$ cat config.mk
export PLATFORM = sky130hd
export DESIGN_NAME = program_loader
export DESIGN_NICKNAME = d
export VERILOG_FILES = /design/src/rtl/program_loader.sv
export SDC_FILE = /design/constraint.sdc
export NUM_CORES = 2
export LEC_CHECK = 0
export ABC_AREA = 1
export BUFFER_PORTS_ARGS = -buffer_cell sky130_fd_sc_hd__clkbuf_2
export CAP_MARGIN = 15
export CELL_PAD_IN_SITES_DETAIL_PLACEMENT = 1
export CELL_PAD_IN_SITES_GLOBAL_PLACEMENT = 2
export CORE_MARGIN = 3
export CORE_UTILIZATION = 48
export CTS_CLUSTER_DIAMETER = 200
export DETAILED_ROUTE_END_ITERATION = 10
export GPL_ROUTABILITY_DRIVEN = 0
export HOLD_SLACK_MARGIN = 0.06
export PLACE_DENSITY_LB_ADDON = 0.1
export SETUP_SLACK_MARGIN = 0.05
export SLEW_MARGIN = 10
export SYNTH_ARGS = -nofsm -noshare
export SYNTH_HDL_FRONTEND = slang
export SYNTH_SLANG_ARGS = --single-unit
$ cat constraint.sdc
create_clock -name clk -period 3.8 [get_ports clk]
set_input_delay 0.57 -clock clk [delete_from_list [all_inputs] [get_ports clk]]
set_output_delay 0.57 -clock clk [all_outputs]
set_load 0.02 [all_outputs]
$ cat src/rtl/program_loader.sv
// Instruction RAM loader and run sequencer for the 8-bit accumulator processor.
// Optional build macro: PROGRAM_LOADER_AUTO_HALT_EN appends a halt word after a short program.
module program_loader (
  input  logic        clk,
  input  logic        reset,
  input  logic        load_valid,
  input  logic [11:0] load_data,
  input  logic        load_last,
  output logic        load_ready,
  input  logic        run,
  input  logic [7:0]  program_counter,
  output logic [11:0] mem_out,
  output logic        cpu_reset,
  output logic        start,
  input  logic        data_ready,
  input  logic [7:0]  accumulator,
  output logic [7:0]  result,
  output logic        result_valid,
  output logic [8:0]  word_count,
  output logic [15:0] run_cycles,
  output logic        busy,
  output logic [2:0]  dbg_state
);

  typedef enum logic [2:0] {
    S_IDLE    = 3'd0,
    S_LOAD    = 3'd1,
    S_SEAL    = 3'd2,
    S_ARMED   = 3'd3,
    S_CPU_RST = 3'd4,
    S_CPU_ARM = 3'd5,
    S_EXEC    = 3'd6,
    S_DONE    = 3'd7
  } state_e;

  state_e      state_q, state_d;
  logic [8:0]  word_count_q, word_count_d;
  logic        rst_cnt_q, rst_cnt_d;
  logic [7:0]  result_q, result_d;
  logic        result_valid_q, result_valid_d;
  logic [15:0] run_cycles_q, run_cycles_d;

  logic [11:0] mem [0:255];
  logic        mem_we;
  logic [7:0]  mem_waddr;
  logic [11:0] mem_wdata;
  logic        accept;
  logic        first_word;

  // Handshake: a host word transfers on any rising clk edge where
  // load_valid && load_ready; load_data/load_last must be stable while load_valid is high.
  assign accept = load_valid && load_ready;

  always_comb begin
    state_d        = state_q;
    word_count_d   = word_count_q;
    rst_cnt_d      = rst_cnt_q;
    result_d       = result_q;
    result_valid_d = result_valid_q;
    run_cycles_d   = run_cycles_q;
    load_ready     = 1'b0;
    cpu_reset      = 1'b1;
    start          = 1'b0;
    busy           = 1'b1;
    mem_we         = 1'b0;
    mem_waddr      = word_count_q[7:0];
    mem_wdata      = load_data;
    first_word     = 1'b0;

    unique case (state_q)
      S_IDLE: begin
        busy       = 1'b0;
        load_ready = ~word_count_q[8];
        first_word = accept;
      end
      S_LOAD: begin
        load_ready = ~word_count_q[8];
        if (accept) begin
          mem_we       = 1'b1;
          word_count_d = word_count_q + 9'd1;
          if (load_last || (word_count_q == 9'd255)) begin
            state_d = S_SEAL;
          end
        end
      end
      S_SEAL: begin
`ifdef PROGRAM_LOADER_AUTO_HALT_EN
        if (!word_count_q[8]) begin
          mem_we    = 1'b1;
          mem_wdata = 12'hF00;
        end
`endif
        state_d = S_ARMED;
      end
      S_ARMED, S_DONE: begin
        busy       = 1'b0;
        cpu_reset  = (state_q == S_ARMED);
        // run wins over a coincident host word by withholding ready.
        load_ready = ~run;
        if (run) begin
          state_d      = S_CPU_RST;
          rst_cnt_d    = 1'b0;
          run_cycles_d = 16'd0;
        end else begin
          first_word = accept;
        end
      end
      S_CPU_RST: begin
        start        = 1'b1;
        run_cycles_d = 16'd0;
        rst_cnt_d    = 1'b1;
        if (rst_cnt_q) begin
          state_d = S_CPU_ARM;
        end
      end
      S_CPU_ARM: begin
        cpu_reset = 1'b0;
        start     = 1'b1;
        // Hold start until the previous run's halt flag has cleared.
        if (!data_ready) begin
          state_d = S_EXEC;
        end
      end
      S_EXEC: begin
        cpu_reset    = 1'b0;
        run_cycles_d = (run_cycles_q == 16'hFFFF) ? run_cycles_q : run_cycles_q + 16'd1;
        if (data_ready) begin
          result_d       = accumulator;
          result_valid_d = 1'b1;
          state_d        = S_DONE;
        end
      end
      default: begin
        state_d = S_IDLE;
      end
    endcase

    // A word accepted outside LOAD begins a fresh program at address 0.
    if (first_word) begin
      mem_we         = 1'b1;
      mem_waddr      = 8'd0;
      word_count_d   = 9'd1;
      result_valid_d = 1'b0;
      state_d        = load_last ? S_SEAL : S_LOAD;
    end
  end

  always_ff @(posedge clk or posedge reset) begin
    if (reset) begin
      state_q        <= S_IDLE;
      word_count_q   <= 9'd0;
      rst_cnt_q      <= 1'b0;
      result_q       <= 8'd0;
      result_valid_q <= 1'b0;
      run_cycles_q   <= 16'd0;
    end else begin
      state_q        <= state_d;
      word_count_q   <= word_count_d;
      rst_cnt_q      <= rst_cnt_d;
      result_q       <= result_d;
      result_valid_q <= result_valid_d;
      run_cycles_q   <= run_cycles_d;
    end
  end

  // RAM contents survive reset.
  always_ff @(posedge clk) begin
    if (mem_we) begin
      mem[mem_waddr] <= mem_wdata;
    end
  end

  assign mem_out      = mem[program_counter];
  assign result       = result_q;
  assign result_valid = result_valid_q;
  assign word_count   = word_count_q;
  assign run_cycles   = run_cycles_q;
  assign dbg_state    = state_q;

endmodule

# Word level (Yosys, flattened, before mapping)
# Memory sizes are Yosys's and may differ from the RTL's.
# Index checks and enable logic that the tools add are counted.
dict set report classes {
  multipliers 0
  magnitude_cmp 0
  n_bitwise 2
  n_addsub 2
  reduce_logical 21
  n_eq_ne 17
  n_mux 32
  shift 0
  n_div 0
}
# cell n
set op_table {}
lappend op_table {{$pmux W16 S3} 1}
lappend op_table {{$mux W16} 2}
lappend op_table {{$mux W9} 3}
lappend op_table {{$mux W3} 7}
lappend op_table {{$ne A3 B3 Y1 const B} 6}
lappend op_table {{$pmux W3 S6} 1}
lappend op_table {{$add A16 B1 Y16 const B} 1}
lappend op_table {{$eq A16 B16 Y1 const B} 1}
lappend op_table {{$eq A3 B3 Y1 const B} 4}
lappend op_table {{$mux W1} 12}
lappend op_table {{$reduce_bool A2 Y1} 5}
lappend op_table {{$add A9 B1 Y9 const B} 1}
lappend op_table {{$eq A9 B8 Y1 const B} 1}
lappend op_table {{$mux W8} 1}
lappend op_table {{$pmux W1 S2} 4}
lappend op_table {{$reduce_and A2 Y1} 4}
lappend op_table {{$reduce_or A2 Y1} 4}
lappend op_table {{$reduce_and A7 Y1} 1}
lappend op_table {{$reduce_bool A7 Y1} 1}
lappend op_table {{$eq A3 B2 Y1 const B} 2}
lappend op_table {{$ne A2 B2 Y1 const B} 2}
lappend op_table {{$eq A3 B1 Y1 const B} 1}
lappend op_table {{$logic_not A3 Y1} 1}
lappend op_table {{$reduce_and A3 Y1} 1}
lappend op_table {{other kinds (6)} 7}
dict set report totals {
  mem_bits_rw 3072
  latchBits 0
  out_inout_bits 53
  elab_cells 81
  romBits 0
  n_memories 1
  ff_bits 38
  in_bits 34
}
# memory words word_bits read_ports rd_clocked_by_memory_dff write_ports line
set mem_list {}
lappend mem_list {mem 256 12 1 0 1 43} ;# logic [11:0] mem [0:255];

# Depth between registers and ports, before layout
dict set report logic_depth {
  word_depth 9
  mapped_depth 15
  mapped_depth_nobuf 13
}

# Worst setup path after synthesis
# No wires, ideal clock.
dict set report synth_path {
  path_type {flip-flop to flip-flop}
  from {register state_q[2] (netlist: dbg_state[2])}
  to {memory mem[188][0], enable pin}
  t_arrival_ps 2365
  setup_time_ps 380
  stages_incl_launch_ff 15
  slack_ps 1054
  period_less_slack_ps 2746
  required_time_ps 3420
  n_path_buf 3
  path_cell_list {dfrtp_1 > buf_6 > inv_2 > nand2_2 > o21ai_4 > nand2_4 > inv_4 > nand2_4 > buf_6 > nand2_4 > nand2_4 > inv_2 > nand3_2 > buf_2 > nor2_1}
}
dict set report synth_via {
  elab_chain_cells 9
  elab_cells_between_ends 16
  cone_classes {eq/ne: 3; mux: 9; reduce/logical: 4}
}
# item line
set synth_rtl {}
lappend synth_rtl {{start, declared} 36} ;# state_e state_q, state_d;
lappend synth_rtl {{start signal, assigned} 157} ;# state_q <= state_d;
lappend synth_rtl {{$eq A3 B2 Y1, or another cell as far along} 70} ;# unique case (state_q)
lappend synth_rtl {{$reduce_or A2 Y1, on equally long branches} --}
lappend synth_rtl {{$pmux W1 S2 (*)} 70}
lappend synth_rtl {{net load_ready} 9} ;# output logic load_ready,
lappend synth_rtl {{$logic_and A1 B1 Y1 (*)} 52} ;# assign accept = load_valid && load_ready;
lappend synth_rtl {{$mux W1, on equally long branches} {100, 78}}
lappend synth_rtl {{$pmux W1 S2 or $mux W1 (tied branches)} 70}
lappend synth_rtl {{$mux W1} 139} ;# if (first_word) begin
lappend synth_rtl {{$mux W1} 168} ;# if (mem_we) begin
lappend synth_rtl {{$mux W1 (implied by the code)} 169} ;# mem[mem_waddr] <= mem_wdata;
lappend synth_rtl {{end, declared} 43}
# The timed path passes the listed nets; every way through them passes the cells marked *.

# Final worst setup path
dict set report layout_path {
  from {input program_counter[0]}
  to {output mem_out[9]}
}
dict set report layout_via {
  elab_chain_cells 1
}
# item line
set layout_rtl {}
lappend layout_rtl {{start, declared} 11} ;# input logic [7:0] program_counter,
lappend layout_rtl {{$mem_v2 Z256 W12} --}
lappend layout_rtl {{end, declared} 12} ;# output logic [11:0] mem_out,
# Every way passes these cells.

==> metrics.md <==
| Metric | Value |
|---|---|
| Data required, critical path | `~3.2 ns` |
| Gr ovfl total | `0` |
| Vias in the first global route | `91,600` |
| Die Width | `between 500 and 600 um` |
| First-pass GRT wire length | `621,000 um` |
| Io pins | `87` |
| Number of vias per cell | `about 6` |
| CTS sink count | `roughly 3,100` |
| WL/cell | `slightly below 30 um` |
| Delay-heaviest family, CP | `simple AND/OR/NAND/NOR gates` |
| Clk_lat worst skew | `between 0.8 and 0.9 ns` |
| Complex-gate fraction of the synthesized area | `0.00234` |
| CTS Buf Count | `about 340` |
| Clock period minus worst slack | `roughly 3.8 ns` |
| Finished Layout Cells | `approximately 15,000` |
| Cell Area, Synth | `0.126 mm^2` |
| Reg2Reg Depth | `15` |
| Outcome | `finished with violations` |
| Setup crit start kind | `input pin` |
| TNS Setup | `-0.0222 ns` |
| Critical path's most frequent cell | `nand3_1` |
| Data arrival, critical path | `roughly 3.3 ns` |
| 1st-pass router iterations | `5` |
| Violated checks | `negative setup slack` |
| Post-synthesis mux area share | `0` |
| Syn Area/Cell | `about 12 um^2` |
| Largest family of logic cells by synthesized area | `simple AND/OR/NAND/NOR gates` |
| Post-Synthesis Cells | `approximately 11,000` |
| Worst Max-Slew Pin Slew | `about 1.0 ns` |
| Static leakage | `0.0527 uW` |
| Synthesized net count | `between 10,000 and 15,000` |
| 1st-iter DRT viols | `~10,000` |
| Main synth FF type | `edfxtp_1` |
| Worst path max stage delay | `roughly 0.29 ns` |
| Kind of critical path | `input pin to output port` |
| Power Dens Cells | `about 520 mW/mm^2` |
| Final Total Pwr | `~76,000 uW` |
| Rel. slew slack | `0.313` |
| Die Y | `518 um` |
| Initial Utilization | `0.484` |
| Via count | `about 89,000` |
| Clock transition at path regs | `0.06 ns` |
| Crit-path max FO | `23` |
| Adder-cell share of the synthesized area | `0.000298` |
| Htree depth | `5` |
| Antenna violations before repair | `15` |
| Area of the die | `0.269 mm^2` |
| Post-synthesis sequential area ratio | `0.740` |
| Endpoints failing hold | `0` |
| Post-synthesis async set-or-reset flop share | `0.0122` |
| Worst Skew | `around 0.046 ns` |
| Longest Clk Path Bufs | `4` |
| Clk root buf | `clkbuf_16` |
| Layout cells sized above 1 | `0.128` |
| Post-Synth XOR/XNOR Area | `0.000417` |
| TritonCTS clock tree | `done` |
| Maximum vdd drop | `around 400 uV` |
| Final cycle utilization of the critical path | `1.01` |
| Final setup violation count | `1` |
| CP Cell Sequence | `buf_16 -> clkinv_16 -> buf_16 -> buf_12 -> nand2_1 -> nand3_1 -> nand3_1 -> nand3_1 -> nand3_1 -> nand3_1 -> nand3_1 -> nand2_1 -> nand2_1 -> nand2_2 -> clkbuf_2` |
| Area Overhead vs Synth | `16.8%` |
| Levels on crit path | `15` |
| Core Region | `0.260 mm^2` |
| Residual DRC | `0` |
| Worst path slowest cell | `nand3_1` |
| Hold Crit Depth | `1` |
| Antenna Nets Post-Route | `0` |
| Total Wirelength | `426,000 um` |
| EDFF count, synth | `about 3,100` |
| Distinct cells, synth | `37` |
| Ys Warns | `0` |
| Placed Cells | `around 14,000` |
| DP HPWL | `roughly 250,000 um` |
| Net count, final | `between 10,000 and 15,000` |
| PortBufs | `86` |
| HP Class | `input pin to flip-flop` |
| Worst setup margin | `-0.0222 ns` |
| GR Util All Layers | `0.311` |
| Placement Rows | `187` |
| Fmax | `about 260 MHz` |
| Largest net degree at the start of global routing | `~100` |
| Max-cap violation count | `0` |
| Simple-Gate Fraction of Synth Area | `0.229` |
| Critical Path Sink Type | `output port` |
| Unrepaired setup endpoints after global routing | `true` |
| Yosys reg bits | `between 3,000 and 4,000` |
| Fin. max-slew vios | `0` |
| Worst path bufs/invs | `5` |
[final timing paths]
path	endpoint	start	slack, ns
setup / recovery	mem_out[9]	program_counter[0]	-0.02
max in group asynchronous	word_count[7]$_DFFE_PP0P_	reset	2.68
min in group asynchronous	result[6]$_DFFE_PP0P_	reset	0.50
hold / removal	mem[110][8]$_DFFE_PP_	load_data[8]	0.12
setup reg to reg	mem[65][0]$_DFFE_PP_	dbg_state[1]$_DFFE_PP0P_	0.36
hold reg to reg	result[0]$_DFFE_PP0P_	result[0]$_DFFE_PP0P_	0.48
[cell usage in the layout, fill, tap and decap left out, types with 6 or more instances in the layout]
cell type / count
nor3_1: 8
dfrtp_1: 38
nand3_2: 54
nand3_1: 2982
clkinv_2: 49
diode_2: 11
nor2_1: 262
buf_8: 20
buf_16: 26
clkbuf_16: 348
nand2_1: 3207
a21oi_1: 11
o21ai_0: 16
buf_12: 129
clkbuf_1: 77
nand2_4: 7
buf_4: 562
clkbuf_2: 66
inv_1: 50
clkinvlp_4: 8
clkinv_1: 74
inv_6: 10
bufinv_16: 24
inv_2: 10
bufbuf_16: 15
clkinv_8: 6
nor2_2: 28
nand2_2: 40
buf_6: 21
edfxtp_1: 3072
dlygate4sd3_1: 11
[cell type report]
cell class              count  area (um^2)
diodes                     11         27.5
clock buffers             422         8900
clock inverters           174         1570
fillers                 26100       113000
inverters                  67          305
multi-input cells        6660        29600
flip-flops and latches   3110        93200
well taps                3496         4370
repair buffers            859         9140
repair inverters            1         8.76
[cell usage after synthesis (2+ instances only)]
library cell	n	area share
nor2_2	27	0.0013
inv_1	54	0.0016
xor2_1	4	0.00028
inv_2	9	0.00027
edfxtp_1	3072	0.73
xnor2_1	2	0.00014
ha_1	3	0.00030
nand2_2	17	0.00084
o21ai_0	16	0.00064
o22ai_1	2	0.000099
nor2_4	3	0.00027
buf_4	18	0.0011
clkinv_1	3	0.000089
buf_6	5	0.00045
o21ai_4	3	0.00039
a21oi_1	11	0.00044
nand3_1	3035	0.12
nand2_1	3233	0.096
nand3_2	4	0.00032
nor2_1	263	0.0078
buf_2	388	0.015
nand4_1	5	0.00025
o31ai_1	5	0.00030
a211oi_1	2	0.00012
o21ai_1	5	0.00020
dfrtp_1	38	0.0076
buf_1	90	0.0027
clkbuf_1	214	0.0064
nor3_1	8	0.00032
nor4_1	2	0.000099
a31oi_1	2	0.000099
nand2_4	4	0.00036
[kinds of logic (layout without fill, tap and decap cells)]
| kind of cell | count (synthesis) | count (layout) |
|---|---|---|
| buffers and inverters | 782 | 1523 |
| xor gates and xnor gates | 6 | 6 |
| and+or+nand+nor | 6604 | 6604 |
| AOI/OAI and AO/OA | 47 | 47 |
| adders and majority gates | 3 | 3 |
| DFF | 3110 | 3110 |
| other | 0 | 11 |
[worst register-to-register path, delay by kind of cell (launching register included)]
kind,cells,cell delay (ns)
DFF,1,0.46
AOI/OAI and AO/OA,1,0.08
buffers and inverters,5,0.84
and+or+nand+nor,9,1.76
[per-layer routing]
metal	GRT usage	wire length, um	part of all wire	vias up
met5	0	41	0.000096	-
met4	0.112	16000	0.038	6
met3	0.0472	33900	0.080	688
li1	-	-	-	38600
met2	0.495	200000	0.47	3685
met1	0.438	177000	0.41	45700
[registers in the layout (all words and copies together) (netlist names)]
register and cells:
result_valid 1, run_cycles 16, dbg_state 3, rst_cnt_q 1
mem 3072, result 8, word_count 9
[metrics by stage]
step | setup slack [ns] | util | hold slack, ns | cell area (um^2)
after floorplan | 1.05 | - | 0.442 | 126000
after global placement | -0.420 | 0.519 | 0.459 | 135000
after detailed placement | -0.465 | 0.519 | 0.468 | 135000
after CTS | 0.0390 | 0.563 | 0.0771 | 147000
after global routing | 0.0174 | 0.565 | 0.121 | 147000
final | -0.0222 | 0.565 | 0.124 | 147000
[report_power, final]
group / switching [uW] / internal (uW)
combinational: 4730 / 1750
sequential: 149 / 37900
clock: 13600 / 18200
total: 18500 / 57900
[what timing repair did]
item,4_1_cts,5_1_grt
buffers inserted,5,3
endpoints found under the setup margin,12,115
pin swaps,4,3
hold buffers,11,0
cloned,18,5
endpoints found under the hold margin,74,0
resized for setup,96,45
Note: power is estimated with default switching activity, not from simulation.
